<file path="src/rtl/multiplier_pkg.sv">
// Shared mode encodings, FSM state type and lane geometry for the multiplier
// result accumulator.
package multiplier_pkg;

  localparam logic [1:0] MODE_27X27   = 2'd0;
  localparam logic [1:0] MODE_SUM_9X9 = 2'd1;

  typedef enum logic [1:0] {
    IDLE  = 2'd0,
    ACCUM = 2'd1,
    HOLD  = 2'd2
  } state_e;

  localparam int unsigned NUM_LANES      = 3;
  localparam int unsigned LANE_PITCH     = 18;
  localparam int unsigned LANE_SUM_W     = 20;
  localparam int unsigned RESULT_W       = 54;
  localparam int unsigned CARRY_W        = 6;
  localparam int unsigned S1_W           = NUM_LANES * LANE_SUM_W;
  localparam int unsigned OUT_W          = 72;
  localparam int unsigned OUT_LANE_PITCH = 24;

endpackage

</file>
<file path="src/rtl/multiplier_result_accumulator_lane_accumulator.sv">
// One 9x9-mode lane accumulator: extends the 20-bit lane sum and accumulates it.
// Saturating when MULTIPLIER_RESULT_ACC_SATURATE_EN is defined, modulo wrap otherwise.
module lane_accumulator
  import multiplier_pkg::*;
#(
  parameter int unsigned LANE_W = 24
) (
  input  logic                  clk,
  input  logic                  reset,
  input  logic                  clr_i,
  input  logic                  en_i,
  input  logic                  load_i,
  input  logic                  signed_i,
  input  logic [LANE_SUM_W-1:0] term_i,
  output logic [LANE_W-1:0]     acc_o
);

  logic [LANE_W-1:0] acc_q, acc_d, term_ext, acc_sum;

  assign term_ext = {{(LANE_W-LANE_SUM_W){signed_i & term_i[LANE_SUM_W-1]}}, term_i};

`ifdef MULTIPLIER_RESULT_ACC_SATURATE_EN
  logic [LANE_W:0] sum_wide;

  // One guard bit: signed overflow when it disagrees with the sign bit,
  // unsigned overflow when it is a carry out.
  assign sum_wide = {signed_i & acc_q[LANE_W-1], acc_q}
                  + {signed_i & term_ext[LANE_W-1], term_ext};

  always_comb begin
    acc_sum = sum_wide[LANE_W-1:0];
    if (signed_i) begin
      if (sum_wide[LANE_W] != sum_wide[LANE_W-1])
        acc_sum = {sum_wide[LANE_W], {(LANE_W-1){~sum_wide[LANE_W]}}};
    end else if (sum_wide[LANE_W]) begin
      acc_sum = '1;
    end
  end
`else
  assign acc_sum = acc_q + term_ext;
`endif

  always_comb begin
    acc_d = acc_q;
    if (clr_i)
      acc_d = '0;
    else if (en_i)
      acc_d = load_i ? term_ext : acc_sum;
  end

  always_ff @(posedge clk) begin
    if (reset) acc_q <= '0;
    else       acc_q <= acc_d;
  end

  assign acc_o = acc_q;

endmodule

</file>
<file path="src/rtl/multiplier_result_accumulator.sv">
// Two-stage accumulator for 27x27 / sum-of-three-9x9 multiplier partial sums,
// with IDLE/ACCUM/HOLD group control. Optional MULTIPLIER_RESULT_ACC_SATURATE_EN.
module multiplier_result_accumulator
  import multiplier_pkg::*;
#(
  parameter int unsigned LANE_W = 24,
  parameter int unsigned WIDE_W = 64
) (
  input  logic                       clk,
  input  logic                       reset,
  input  logic                       in_valid,
  output logic                       in_ready,
  input  logic                       in_last,
  input  logic [1:0]                 mode,
  input  logic                       a_sign,
  input  logic                       b_sign,
  input  logic signed [RESULT_W-1:0] result_0,
  input  logic signed [RESULT_W-1:0] result_1,
  input  logic [CARRY_W-1:0]         result_SIMD_carry,
  output logic                       out_valid,
  input  logic                       out_ready,
  output logic [OUT_W-1:0]           out_data,
  output logic [1:0]                 out_mode
);

  state_e            state_q, state_d;
  logic              s1_valid_q, s1_last_q, s1_first_q;
  logic [S1_W-1:0]   s1_data_q, s1_data_d;
  logic [1:0]        mode_q;
  logic              signed_q;
  logic [WIDE_W-1:0] wide_q, wide_d, wide_term, wide_sum;
  logic [LANE_W-1:0] lane_acc [NUM_LANES];
  logic              accept, eff_sum9, grp_sum9, release_grp;

  assign in_ready    = !reset && (state_q != HOLD) && !(s1_valid_q && s1_last_q);
  assign accept      = in_valid && in_ready;
  assign out_valid   = (state_q == HOLD);
  assign release_grp = out_valid && out_ready;
  assign out_mode    = mode_q;
  assign grp_sum9    = (mode_q == MODE_SUM_9X9);
  // The first beat is combined before mode_q is latched, so it uses the live input.
  assign eff_sum9    = ((state_q == IDLE) ? mode : mode_q) == MODE_SUM_9X9;

  always_comb begin
    s1_data_d = '0;
    if (eff_sum9) begin
      for (int unsigned i = 0; i < NUM_LANES; i++)
        s1_data_d[LANE_SUM_W*i +: LANE_SUM_W] =
          {result_SIMD_carry[2*i +: 2], result_0[LANE_PITCH*i +: LANE_PITCH]}
          + {2'b00, result_1[LANE_PITCH*i +: LANE_PITCH]};
    end else begin
      s1_data_d[RESULT_W-1:0] = result_0 + result_1;
    end
  end

  always_comb begin
    state_d = state_q;
    case (state_q)
      IDLE:    if (accept) state_d = ACCUM;
      ACCUM:   if (s1_valid_q && s1_last_q) state_d = HOLD;
      HOLD:    if (out_ready) state_d = IDLE;
      default: state_d = IDLE;
    endcase
  end

  always_ff @(posedge clk) begin
    if (reset) begin
      state_q    <= IDLE;
      s1_valid_q <= 1'b0;
      s1_last_q  <= 1'b0;
      s1_first_q <= 1'b0;
      s1_data_q  <= '0;
      mode_q     <= MODE_27X27;
      signed_q   <= 1'b0;
    end else begin
      state_q    <= state_d;
      s1_valid_q <= accept;
      if (accept) begin
        s1_last_q  <= in_last;
        s1_first_q <= (state_q == IDLE);
        s1_data_q  <= s1_data_d;
      end
      if (accept && state_q == IDLE) begin
        mode_q   <= mode;
        signed_q <= a_sign | b_sign;
      end
    end
  end

  assign wide_term = {{(WIDE_W-RESULT_W){signed_q & s1_data_q[RESULT_W-1]}},
                      s1_data_q[RESULT_W-1:0]};

`ifdef MULTIPLIER_RESULT_ACC_SATURATE_EN
  logic [WIDE_W:0] wide_ext_sum;

  assign wide_ext_sum = {signed_q & wide_q[WIDE_W-1], wide_q}
                      + {signed_q & wide_term[WIDE_W-1], wide_term};

  always_comb begin
    wide_sum = wide_ext_sum[WIDE_W-1:0];
    if (signed_q) begin
      if (wide_ext_sum[WIDE_W] != wide_ext_sum[WIDE_W-1])
        wide_sum = {wide_ext_sum[WIDE_W], {(WIDE_W-1){~wide_ext_sum[WIDE_W]}}};
    end else if (wide_ext_sum[WIDE_W]) begin
      wide_sum = '1;
    end
  end
`else
  assign wide_sum = wide_q + wide_term;
`endif

  always_comb begin
    wide_d = wide_q;
    if (release_grp)
      wide_d = '0;
    else if (s1_valid_q && !grp_sum9)
      wide_d = s1_first_q ? wide_term : wide_sum;
  end

  always_ff @(posedge clk) begin
    if (reset) wide_q <= '0;
    else       wide_q <= wide_d;
  end

  for (genvar g = 0; g < NUM_LANES; g++) begin : g_lane
    lane_accumulator #(
      .LANE_W(LANE_W)
    ) u_lane (
      .clk     (clk),
      .reset   (reset),
      .clr_i   (release_grp),
      .en_i    (s1_valid_q && grp_sum9),
      .load_i  (s1_first_q),
      .signed_i(signed_q),
      .term_i  (s1_data_q[LANE_SUM_W*g +: LANE_SUM_W]),
      .acc_o   (lane_acc[g])
    );
  end

  always_comb begin
    out_data = '0;
    if (grp_sum9) begin
      for (int unsigned i = 0; i < NUM_LANES; i++)
        out_data[OUT_LANE_PITCH*i +: LANE_W] = lane_acc[i];
    end else begin
      out_data[WIDE_W-1:0] = wide_q;
    end
  end

endmodule

</file>
<file path="config.mk">
export PLATFORM = sky130hd
export DESIGN_NAME = multiplier_result_accumulator
export DESIGN_NICKNAME = d
export VERILOG_FILES = /design/src/rtl/multiplier_pkg.sv /design/src/rtl/multiplier_result_accumulator_lane_accumulator.sv /design/src/rtl/multiplier_result_accumulator.sv
export SDC_FILE = /design/constraint.sdc
export NUM_CORES = 1
export LEC_CHECK = 0
export CORE_UTILIZATION = 30
export CTS_BUF_LIST = sky130_fd_sc_hd__clkbuf_8 sky130_fd_sc_hd__clkbuf_16
export DETAILED_ROUTE_END_ITERATION = 12
export PLACE_DENSITY = 0.45
export SLEW_MARGIN = 10
export SYNTH_ARGS = -nofsm -noshare
export SYNTH_HDL_FRONTEND = slang
export SYNTH_SLANG_ARGS = --single-unit
</file>
<file path="constraint.sdc">
create_clock -name clk -period 5.4 [get_ports clk]
set_input_delay 1.08 -clock clk [delete_from_list [all_inputs] [get_ports clk]]
set_output_delay 1.08 -clock clk [all_outputs]
set_load 0.01 [all_outputs]
</file>
==> summary.md, run 1 <==
| Metric | Value |
|---|---|
| Die height | 260 um |
| Clk sinks | 204 |
| Via Count | 21.2k |
| Number of synthesized flops with an enable pin | 0 |
| Synthesized instance count | 2833 |
| Main combinational cell family by area after synthesis | compound AO/OA/AOI/OAI gates |
| Num CTS Buffers | 27 |
| Hold Path Cell Cnt | 2 |
| Largest net degree at the start of global routing | 70 |
| Synth Area in Simple Gates | 0.222 |
| GP Congestion | 0.904 |
| Synth Cell Area | 20000 sq um |
| Gates resized, CTS repair | 0 |
| HP Class | register to register |
| Yosys reg bits | 204 |
| Clock Path Buffers | 3 |
| Clock Skew | 16.8 ps |
| Final WL | 76600 um |
| RSZ-0062 raised after global routing | no |
| Total Routing Usage GR | 0.222 |
| GRT overflow | 0 |
| Synth Area in Compound Gates | 0.320 |
| Power Dens Cells | 226 nW/um^2 |
| Crit path capture type | register |
| Drt pass-1 iters | 5 |
| Die area | 67600 sq um |
| PortBufs | 198 |
| CP Launch Type | input pin |
| First-pass GRT wire length | 120000 um |
| Clock Latency Late Sink | 560 ps |
| Status | complete, no violations |
| Fin. max-slew vios | 0 |
| Layout cell share with drive strength beyond 1 | 0.0412 |
| Max VDD drop | 0.210 mV |
| Hold buffers post-CTS | 0 |
| CTS H-Tree Depth | 1 |
| Syn Area/Cell | 7.05 sq um |
| DRC viols | 0 |
| Max-cap viol count | 0 |
| Clk root buf | clkbuf_16 |
| Async S/R FF share, synth | 0 |
| Synth-to-Final Area Change | 18.3% |
| Worst-path clk slew | 60 ps |
| Fin crit period | 4240 ps |
| Final Hold Violating Endpoints | 0 |
| Post-CTS setup-driven buffer insertion count | 0 |
| Number of antenna violations at the first check in global routing | 0 |
| Sequential share of the synthesized area | 0.205 |
| DP Wirelength | 59200 um |
| R2R cell count | 12 |
| Final Setup Violations | 0 |
| CTS tree | yes |
| Routed Antenna Nets | 0 |
| Post-synthesis adder-cell area fraction | 0.118 |
| Worst EP required | 5830 ps |
| Cell Rows | 94 |
| Syn. warnings | 0 |
| Setup TNS | 0 ps |
| Ant diodes | 0 |
| Post-synthesis mux area share | 0.0137 |
| # nets final | 3230 |
| Tightest Pin Transition | 1170 ps |
| Vias in the first global route | 20.7k |
| Peak Freq | 236 MHz |
| X dimension of the die | 260 um |
| Setup CP Type | input pin to register |
| Commonest non-fill, non-tap cells in the layout | 457 x nand2_1, 285 x a21oi_1, 253 x o21ai_0 |
| Fin Hold WS | 479 ps |
| Worst Path Max Fanout | 8 |
| Core region area | 65700 sq um |
| Worst EP arrival | 4670 ps |
| Leakage | 9.94 nW |
| DR WL/cell | 20.2 um |
| IO Pins | 199 |
| # fillers | 6953 |
| Top FF cell, synth | dfxtp_1 |
| Yosys cell types | 87 |
| Via density | 5.57 |
| Final period utilization | 0.785 |
| Initial Util | 0.304 |
| XOR/XNOR Fraction of Synth Area | 0.0772 |
| Most common cell after layout, fill and taps aside | nand2_1 |
| Worst rel slew slack | 0.221 |
| Drt initial violations | 1273 |
| Mapped Nets | 3140 |
-- cell usage after synthesis (8+ instances only) --
master | instances | area, sq um
nand2_1 | 459 | 1720
a21oi_1 | 286 | 1430
o21ai_0 | 254 | 1270
nor2_1 | 229 | 860
dfxtp_1 | 204 | 4080
ha_1 | 177 | 2210
clkbuf_1 | 151 | 567
xnor2_1 | 108 | 946
a21o_1 | 93 | 698
xor2_1 | 68 | 596
nor3_1 | 62 | 310
inv_1 | 61 | 229
nand3_1 | 52 | 260
a31oi_1 | 50 | 313
a211oi_1 | 43 | 323
nand4_1 | 43 | 269
o211ai_1 | 36 | 270
o21a_1 | 34 | 255
o21bai_1 | 34 | 255
and3_1 | 24 | 150
mux2i_1 | 24 | 240
and2_1 | 23 | 144
or3_1 | 23 | 144
nand2b_1 | 22 | 138
o31ai_1 | 21 | 158
nor4_1 | 18 | 113
buf_1 | 17 | 63.8
nor2b_1 | 14 | 87.6
a21boi_0 | 13 | 97.6
o22ai_1 | 13 | 81.3
a2111oi_0 | 11 | 96.3
a211o_1 | 11 | 96.3
o211a_1 | 11 | 110
a31o_2 | 9 | 78.8
a221oi_1 | 8 | 70.1
a311oi_1 | 8 | 70.1
-- cell type report --
cell class,instances,area [sq um],share of cell area
multi-input combinational,2395,15000,0.636
sequential,204,4090,0.173
timing repair buffer,233,2250,0.0953
tap,864,1080,0.0458
clock buffer,31,731,0.0309
inverter,62,233,0.00985
clock inverter,14,215,0.00911
-- state kept, by name, summed over array words and instances (netlist names) --
signal	cells
s1_data_q	60
s1_valid_q	1
signed_q	1
g_lane.u_lane.acc_o	72
state_q	2
s1_last_q	1
wide_q	64
out_mode	2
s1_first_q	1
-- where the power goes --
part / total [W] / switching (W) / leakage (nW) / internal (W)
registers: 0.00174 / 0.000147 / 1.67 / 0.00159
logic: 0.00160 / 0.000949 / 7.80 / 0.000656
clock network: 0.00199 / 0.000754 / 0.483 / 0.00124
total: 0.00533 / 0.00185 / 9.94 / 0.00348
-- worst max-delay path, cell delays in order --
cell             delay (ps)
clkdlybuf4s50_1         460
ha_1                    170
inv_1                    50
fa_1                    370
and2b_1                 220
o21ai_0                 120
a2111oi_0               540
or2_2                   220
a21o_1                  200
o211ai_1                170
a21oi_1                 190
buf_4                   170
a31oi_1                 110
xor2_1                  180
a2111oi_0               430
-- per-stage QoR --
| stage | instances | utilization | cell area, sq um | total power, W | worst slack [ps] |
|---|---|---|---|---|---|
| floorplan | 2833 | - | 20000 | 0.00277 | 1490 |
| global placement | 3758 | 0.345 | 22700 | 0.00335 | 674 |
| detailed placement | 3758 | 0.345 | 22700 | 0.00336 | 661 |
| CTS | 3803 | 0.359 | 23600 | 0.00539 | 1230 |
| global route | 3803 | 0.359 | 23600 | 0.00563 | 968 |
| finish | 3803 | 0.359 | 23600 | 0.00533 | 1160 |
-- worst paths after layout --
check,startpoint,end,slack (ps)
worst max-delay path,result_0[0],s1_data_q[40],1160
worst min-delay path,g_lane[1].u_lane.acc_o[2],g_lane[1].u_lane.acc_o[2],480
worst max register to register,s1_data_q[0],wide_q[48],1450
worst min register to register,g_lane[1].u_lane.acc_o[2],g_lane[1].u_lane.acc_o[2],480
-- routing by layer --
metal / global-route usage / wire length [um] / share of wire / vias up
met2: 0.365 / 34900 / 0.45 / 490
met5: 0 / 0 / 0 / -
met4: 0.0538 / 1590 / 0.021 / 0
met1: 0.312 / 37300 / 0.49 / 10100
li1: - / - / - / 10500
met3: 0.0173 / 2900 / 0.038 / 91
-- cells by family (layout without fill, tap and decap cells) --
family | after synthesis | count (layout)
simple gates | 999 | 999
mux | 27 | 27
buf+inv | 234 | 340
xor+xnor | 176 | 176
compound gates | 1008 | 1008
flops | 204 | 204
fa+ha+maj | 185 | 185
Note: power is estimated with default switching activity, not from simulation.
==> run 2: changes to the inputs <==
Clock period 5.4 ns to 3.9 ns, I/O delays scaled along.
==> run 2 against run 1 <==
- clock power is 32% higher
- power is 40% higher
- clock skew rose by 6.1 ps
- non-clock buffer count is 140 higher
- critical path depth down 3
- critical endpoint is now wide_q[63]
==> summary.md, run 2 (synthesized netlist as in run 1, its figures left out) <==
| Metric | Value |
|---|---|
| Crit-path slowest cell | a211oi_1 (was a2111oi_0) |
| GP Congestion | 0.969 (was 0.904) |
| Clock Path Buffers | 3 (unchanged) |
| Clock Latency Late Sink | 580 ps (was 560 ps) |
| Max VDD drop | 0.372 mV (was 0.210 mV) |
| Drt pass-1 iters | 5 (unchanged) |
| Hold Path Cell Cnt | 2 (unchanged) |
| Worst hold path endpoint | g_lane[1].u_lane.acc_o[2] (unchanged) |
| Via density | 5.54 (was 5.57) |
| Total Routing Usage GR | 0.232 (was 0.222) |
| Fin Hold WS | 473 ps (was 479 ps) |
| Commonest non-fill, non-tap cells in the layout | 457 x nand2_1, 284 x a21oi_1, 254 x o21ai_0 (was 457 x nand2_1, 285 x a21oi_1, 253 x o21ai_0) |
| Fin. max-slew vios | 0 (unchanged) |
| X dimension of the die | 260 um (unchanged) |
| Fin crit period | 3780 ps |
| Most common cell after layout, fill and taps aside | nand2_1 (unchanged) |
| Worst reg2reg setup slack | 120 ps (was 1450 ps) |
| Crit path capture type | register (unchanged) |
| Clock Skew | 22.9 ps (was 16.8 ps) |
| Power Dens Cells | 302 nW/um^2 (was 226 nW/um^2) |
| Max-cap viol count | 0 (unchanged) |
| Clk root buf | clkbuf_16 (unchanged) |
| First-pass GRT wire length | 123000 um (was 120000 um) |
| Placed cells | 3898 (was 3758) |
| Worst rel slew slack | 0.218 (was 0.221) |
| Launching point of the worst reg2reg path | wide_q[2] (was s1_data_q[0]) |
| Tightest Pin Transition | 1160 ps (was 1170 ps) |
| Initial Util | 0.304 (unchanged) |
| DR WL/cell | 20.6 um (was 20.2 um) |
| Worst Min Path Start | g_lane[1].u_lane.acc_o[2] (unchanged) |
| Via Count | 21.9k (was 21.2k) |
| # nets final | 3371 (was 3230) |
| IO Pins | 199 (unchanged) |
| Worst-path clk slew | 60 ps (about the same) |
| Crit-path max cell delay | 540 ps (about the same) |
| Number of antenna violations at the first check in global routing | 0 (unchanged) |
| Peak Freq | 265 MHz |
| Worst EP arrival | 4250 ps (was 4670 ps) |
| CTS H-Tree Depth | 1 (unchanged) |
| Cell Rows | 94 (unchanged) |
| Clk sinks | 204 (unchanged) |
| Largest net degree at the start of global routing | 78 (was 70) |
| R2R cell count | 12 (unchanged) |
| Layout Cells excl Fill | 3948 (was 3803) |
| Crit path top cell by count | a211oi_1 (was a2111oi_0) |
| GRT overflow | 0 (unchanged) |
| R2r endpoint | wide_q[63] (was wide_q[48]) |
| Max FFs per register | 72 (unchanged) |
| HP Class | register to register (unchanged) |
| Die area | 67600 sq um (unchanged) |
| CTS tree | yes (unchanged) |
| Die height | 260 um (unchanged) |
| DRC viols | 0 (unchanged) |
| Core region area | 65700 sq um (unchanged) |
| Routed Antenna Nets | 0 (unchanged) |
| Final period utilization | 0.968 |
| Worst EP required | 4380 ps (was 5830 ps) |
| CP Launch Type | register (was input pin) |
| Worst Path Max Fanout | 5 (was 8) |
| Setup TNS | 0 ps (unchanged) |
| Vias in the first global route | 21.0k (was 20.7k) |
| Final Setup Violations | 0 (unchanged) |
| Drt initial violations | 1774 (was 1273) |
| CP cell instances | ha_1, o21ai_0, o21bai_1, nand4_1, a2111o_1, a211oi_1, o31ai_1, buf_4, a211oi_1, nor2_1, mux2_2, o41ai_1 (was clkdlybuf4s50_1, ha_1, inv_1, fa_1, and2b_1, o21ai_0, a2111oi_0, or2_2, a21o_1, o211ai_1, a21oi_1, buf_4, a31oi_1, xor2_1, a2111oi_0) |
| Layout cell share with drive strength beyond 1 | 0.0872 (was 0.0412) |
| Ant diodes | 0 (unchanged) |
| Status | complete, no violations (unchanged) |
| # fillers | 6980 (was 6953) |
| DP Wirelength | 62900 um (was 59200 um) |
| Setup CP Type | register to register (was input pin to register) |
| PortBufs | 198 (unchanged) |
| RSZ-0062 raised after global routing | no (unchanged) |
| Final Hold Violating Endpoints | 0 (unchanged) |
| Synth-to-Final Area Change | 23.8% (was 18.3%) |
| Num CTS Buffers | 28 (was 27) |
| Leakage | 10.7 nW (was 9.94 nW) |
| Final WL | 81100 um (was 76600 um) |
run 2: cell count changes in the layout (fill, tap and decap cells not counted), moves of 2 or more:
cell and delta:
a2111oi_0 -2, a2111oi_2 +2, buf_12 +3, buf_4 +137, bufinv_16 -5, clkbuf_16 +2
clkbuf_8 +4, clkinv_2 +3
run 2: timing repair:
item,4_1_cts,5_1_grt
setup endpoints to repair,0,9
buffers inserted,0,0
resized for setup,0,6
endpoints found under the hold margin,0,0
hold buffers,0,0
run 2: worst max-delay path: cells and delay by family (launching register included):
kind                     cells  cell delay [ps]
AO/OA/AOI/OAI                7             2150
adder cells (fa/ha/maj)      1              380
buffers and inverters        1              160
flip-flops                   1              340
multiplexers                 1              290
AND/OR/NAND/NOR              2              350
run 2: how the worst max path moves through the flow:
stage / from / end / slack [ps] / cells past startpoint
after floorplan: result_0[0] / s1_data_q[40] / 290 / 13
after global placement: result_0[0] / s1_data_q[44] / -370 / 16
after detailed placement: result_0[0] / s1_data_q[40] / -410 / 15
after CTS: result_0[0] / s1_data_q[40] / 170 / 15
after global routing: s1_data_q[0] / g_lane[0].u_lane.acc_o[22] / 50 / 12
final: wide_q[2] / wide_q[63] / 120 / 12
run 2: metrics by stage:
step	utilization	power (W)	area (sq um)	worst slack (ps)
floorplan	-	0.00384	20000	294
global route	0.376	0.00785	24700	52.2
finish	0.376	0.00747	24700	124
CTS	0.376	0.00752	24700	172
detailed placement	0.362	0.00485	23800	-409
global placement	0.362	0.00485	23800	-373
run 2: area by class of cell:
type                       instances  area (sq um)  share of cell area
clock inverter                    13          83.8             0.00339
clock buffer                      37           836              0.0338
multi-input combinational       2395         15000               0.609
inverter                          62           233             0.00942
timing repair buffer             373          3340               0.135
sequential                       204          4090               0.165
tap                              864          1080              0.0438
run 2: routing by layer:
metal  vias to the layer above  GRT usage  part of all wire
met5                         -          0                 0
met4                         0     0.0606             0.024
met3                       105     0.0296             0.055
met2                       604      0.363              0.43
met1                     10400      0.333              0.49
li1                      10800          -                 -
run 2: report_power, final:
part | switching, W | total, W | internal [W]
clock | 0.00108 | 0.00263 | 0.00155
combinational | 0.00142 | 0.00245 | 0.00104
sequential | 0.000184 | 0.00239 | 0.00220
==> run 3: changes to the inputs <==
Clock period 3.9 ns to 3.73 ns, I/O delays scaled along.
==> run 3 against run 2 <==
- sequential power up 5%
- clock skew down 5.0 ps
- register-to-register slack better by 50 ps
- worst setup slack better by 54 ps
- sequential share of layout area down 0.34 points
- die area unchanged
- critical path depth unchanged
- cell area up 2.1%
- critical path type unchanged
- critical endpoint is now g_lane[0].u_lane.acc_o[23]
==> summary.md, run 3 (synthesized netlist as in run 1, its figures left out) <==
| Metric | Value |
|---|---|
| Status | complete, no violations (unchanged) |
| # fillers | 6856 (was 6980) |
| Max FFs per register | 72 (unchanged) |
| Clk sinks | 204 (unchanged) |
| Max VDD drop | 0.316 mV (was 0.372 mV) |
| Setup TNS | 0 ps (unchanged) |
| GR peak layer | met2 (unchanged) |
| Vias in the first global route | 21.2k (was 21.0k) |
| Ant diodes | 0 (unchanged) |
| GRT overflow | 0 (unchanged) |
| Layout cell share with drive strength beyond 1 | 0.102 (was 0.0872) |
| Tot Pwr | 0.00817 W (was 0.00747 W) |
| Tightest Pin Transition | 1040 ps (was 1160 ps) |
| Met1 Use GR | 0.338 (was 0.333) |
| Die height | 260 um (unchanged) |
| Worst EP required | 4200 ps (was 4380 ps) |
| Worst EP arrival | 4020 ps (was 4250 ps) |
| CP Launch Type | register (unchanged) |
| Final Setup Violations | 0 (unchanged) |
| Clock Path Buffers | 3 (unchanged) |
| PortBufs | 198 (unchanged) |
| Peak Freq | 282 MHz (was 265 MHz) |
| DP Wirelength | 63900 um (was 62900 um) |
| Via density | 5.50 (was 5.54) |
| Num CTS Buffers | 28 (unchanged) |
| Fin Hold WS | 476 ps (was 473 ps) |
| Delay-heaviest family, CP | compound AO/OA/AOI/OAI gates (unchanged) |
| Die area | 67600 sq um (unchanged) |
| CP cell instances | buf_4, ha_1, and3_1, or4b_1, nor2_1, o21ai_0, o21ai_2, nand4_1, a41oi_2, o21ai_0, a211o_1, a221oi_1 (was ha_1, o21ai_0, o21bai_1, nand4_1, a2111o_1, a211oi_1, o31ai_1, buf_4, a211oi_1, nor2_1, mux2_2, o41ai_1) |
| Crit-path max cell delay | 460 ps (was 540 ps) |
| Drt pass-1 iters | 5 (unchanged) |
| Clock Skew | 17.9 ps (was 22.9 ps) |
| IO Pins | 199 (unchanged) |
| Fin crit period | 3550 ps (was 3780 ps) |
| Drt initial violations | 1719 (was 1774) |
| M3 GR Usage | 0.0215 (was 0.0296) |
| Worst rel slew slack | 0.300 (was 0.218) |
| Clock Latency Late Sink | 570 ps (was 580 ps) |
| Synth-to-Final Area Change | 26.3% (was 23.8%) |
| Fin. max-slew vios | 0 (unchanged) |
| Core region area | 65700 sq um (unchanged) |
| Commonest non-fill, non-tap cells in the layout | 457 x nand2_1, 283 x a21oi_1, 253 x o21ai_0 (was 457 x nand2_1, 284 x a21oi_1, 254 x o21ai_0) |
| Final WL | 81100 um (about the same) |
| Worst-path clk slew | 60 ps (about the same) |
| Crit-path slowest cell | or4b_1 (was a211oi_1) |
| Leakage | 10.9 nW (was 10.7 nW) |
| Power Dens Cells | 324 nW/um^2 (was 302 nW/um^2) |
| Crit path capture type | register (unchanged) |
| CTS tree | yes (unchanged) |
| CTS H-Tree Depth | 1 (unchanged) |
| Largest net degree at the start of global routing | 62 (was 78) |
| Cell Rows | 94 (unchanged) |
| Global routing usage on met2 | 0.375 (was 0.363) |
| Routed Antenna Nets | 0 (unchanged) |
| Clk root buf | clkbuf_16 (unchanged) |
| First-pass GRT wire length | 125000 um (was 123000 um) |
| HP Class | register to register (unchanged) |
| RSZ-0062 raised after global routing | no (unchanged) |
| DRC viols | 0 (unchanged) |
| # nets final | 3415 (was 3371) |
| Buffers plus inverters on the worst setup path | 1 (unchanged) |
| Total Routing Usage GR | 0.234 (was 0.232) |
| Setup CP Type | register to register (unchanged) |
| Hold buffers post-CTS | 0 (unchanged) |
| Final period utilization | 0.952 (was 0.968) |
| Via Count | 22.0k (was 21.9k) |
| Final Hold Violating Endpoints | 0 (unchanged) |
| Most common cell after layout, fill and taps aside | nand2_1 (unchanged) |
| Worst Path Max Fanout | 6 (was 5) |
| X dimension of the die | 260 um (unchanged) |
| GP Congestion | 0.968 (was 0.969) |
| Initial Util | 0.304 (unchanged) |
| DR WL/cell | 20.3 um (was 20.6 um) |
| Crit path top cell by count | o21ai_0 (was a211oi_1) |
| Number of antenna violations at the first check in global routing | 0 (unchanged) |
| Max-cap viol count | 0 (unchanged) |
run 3: worst min-delay path, delay by kind of cell, from the launching register on:
| family | cells | cell delay, ps |
|---|---|---|
| simple gates | 1 | 60 |
| flops | 1 | 320 |
| compound gates | 1 | 50 |
run 3: power by group:
part / leakage, nW / internal, W / switching, W / total [W]
Clock: 0.513 / 0.00189 / 0.00117 / 0.00306
Sequential: 1.67 / 0.00230 / 0.000193 / 0.00250
Combinational: 8.73 / 0.00112 / 0.00149 / 0.00261
run 3: per-stage QoR:
stage,cells,cell area [sq um],util,setup slack (ps)
floorplan,2833,20000,-,158
global placement,3942,24100,0.367,-524
detailed placement,3942,24100,0.367,-677
CTS,3993,25200,0.383,19.1
global route,3993,25200,0.384,0.167
finish,3993,25200,0.384,178
run 3: routing by layer:
metal  up-vias  routed length [um]
met5         -                   0
met4         0                1260
met3        65                4080
met2       589               35900
met1     10500               39800
li1      10900                   -
run 3: layout make-up:
| class | instances | area (sq um) | area share |
|---|---|---|---|
| Multi-Input combinational cell | 2395 | 15100 | 0.597 |
| Sequential cell | 204 | 4090 | 0.162 |
| Timing Repair Buffer | 417 | 3720 | 0.148 |
| Tap cell | 864 | 1080 | 0.0429 |
| Clock buffer | 36 | 822 | 0.0326 |
| Inverter | 62 | 233 | 0.00923 |
| Clock inverter | 15 | 210 | 0.00833 |
run 3: what timing repair did:
action                                  in CTS  in global routing
pin swaps                                    0                  2
endpoints found under the setup margin       2                 12
resized for setup                            2                  9
setup buffers                                0                  0
run 3: worst paths after layout:
kind                                                 start                          to  slack [ps]  cells past startpoint
worst max-delay path                         s1_data_q[10]  g_lane[0].u_lane.acc_o[23]         180                     12
worst min register to register  g_lane[0].u_lane.acc_o[14]  g_lane[0].u_lane.acc_o[14]         480                      2
worst max register to register               s1_data_q[10]  g_lane[0].u_lane.acc_o[23]         180                     12
worst min-delay path            g_lane[0].u_lane.acc_o[14]  g_lane[0].u_lane.acc_o[14]         480                      2
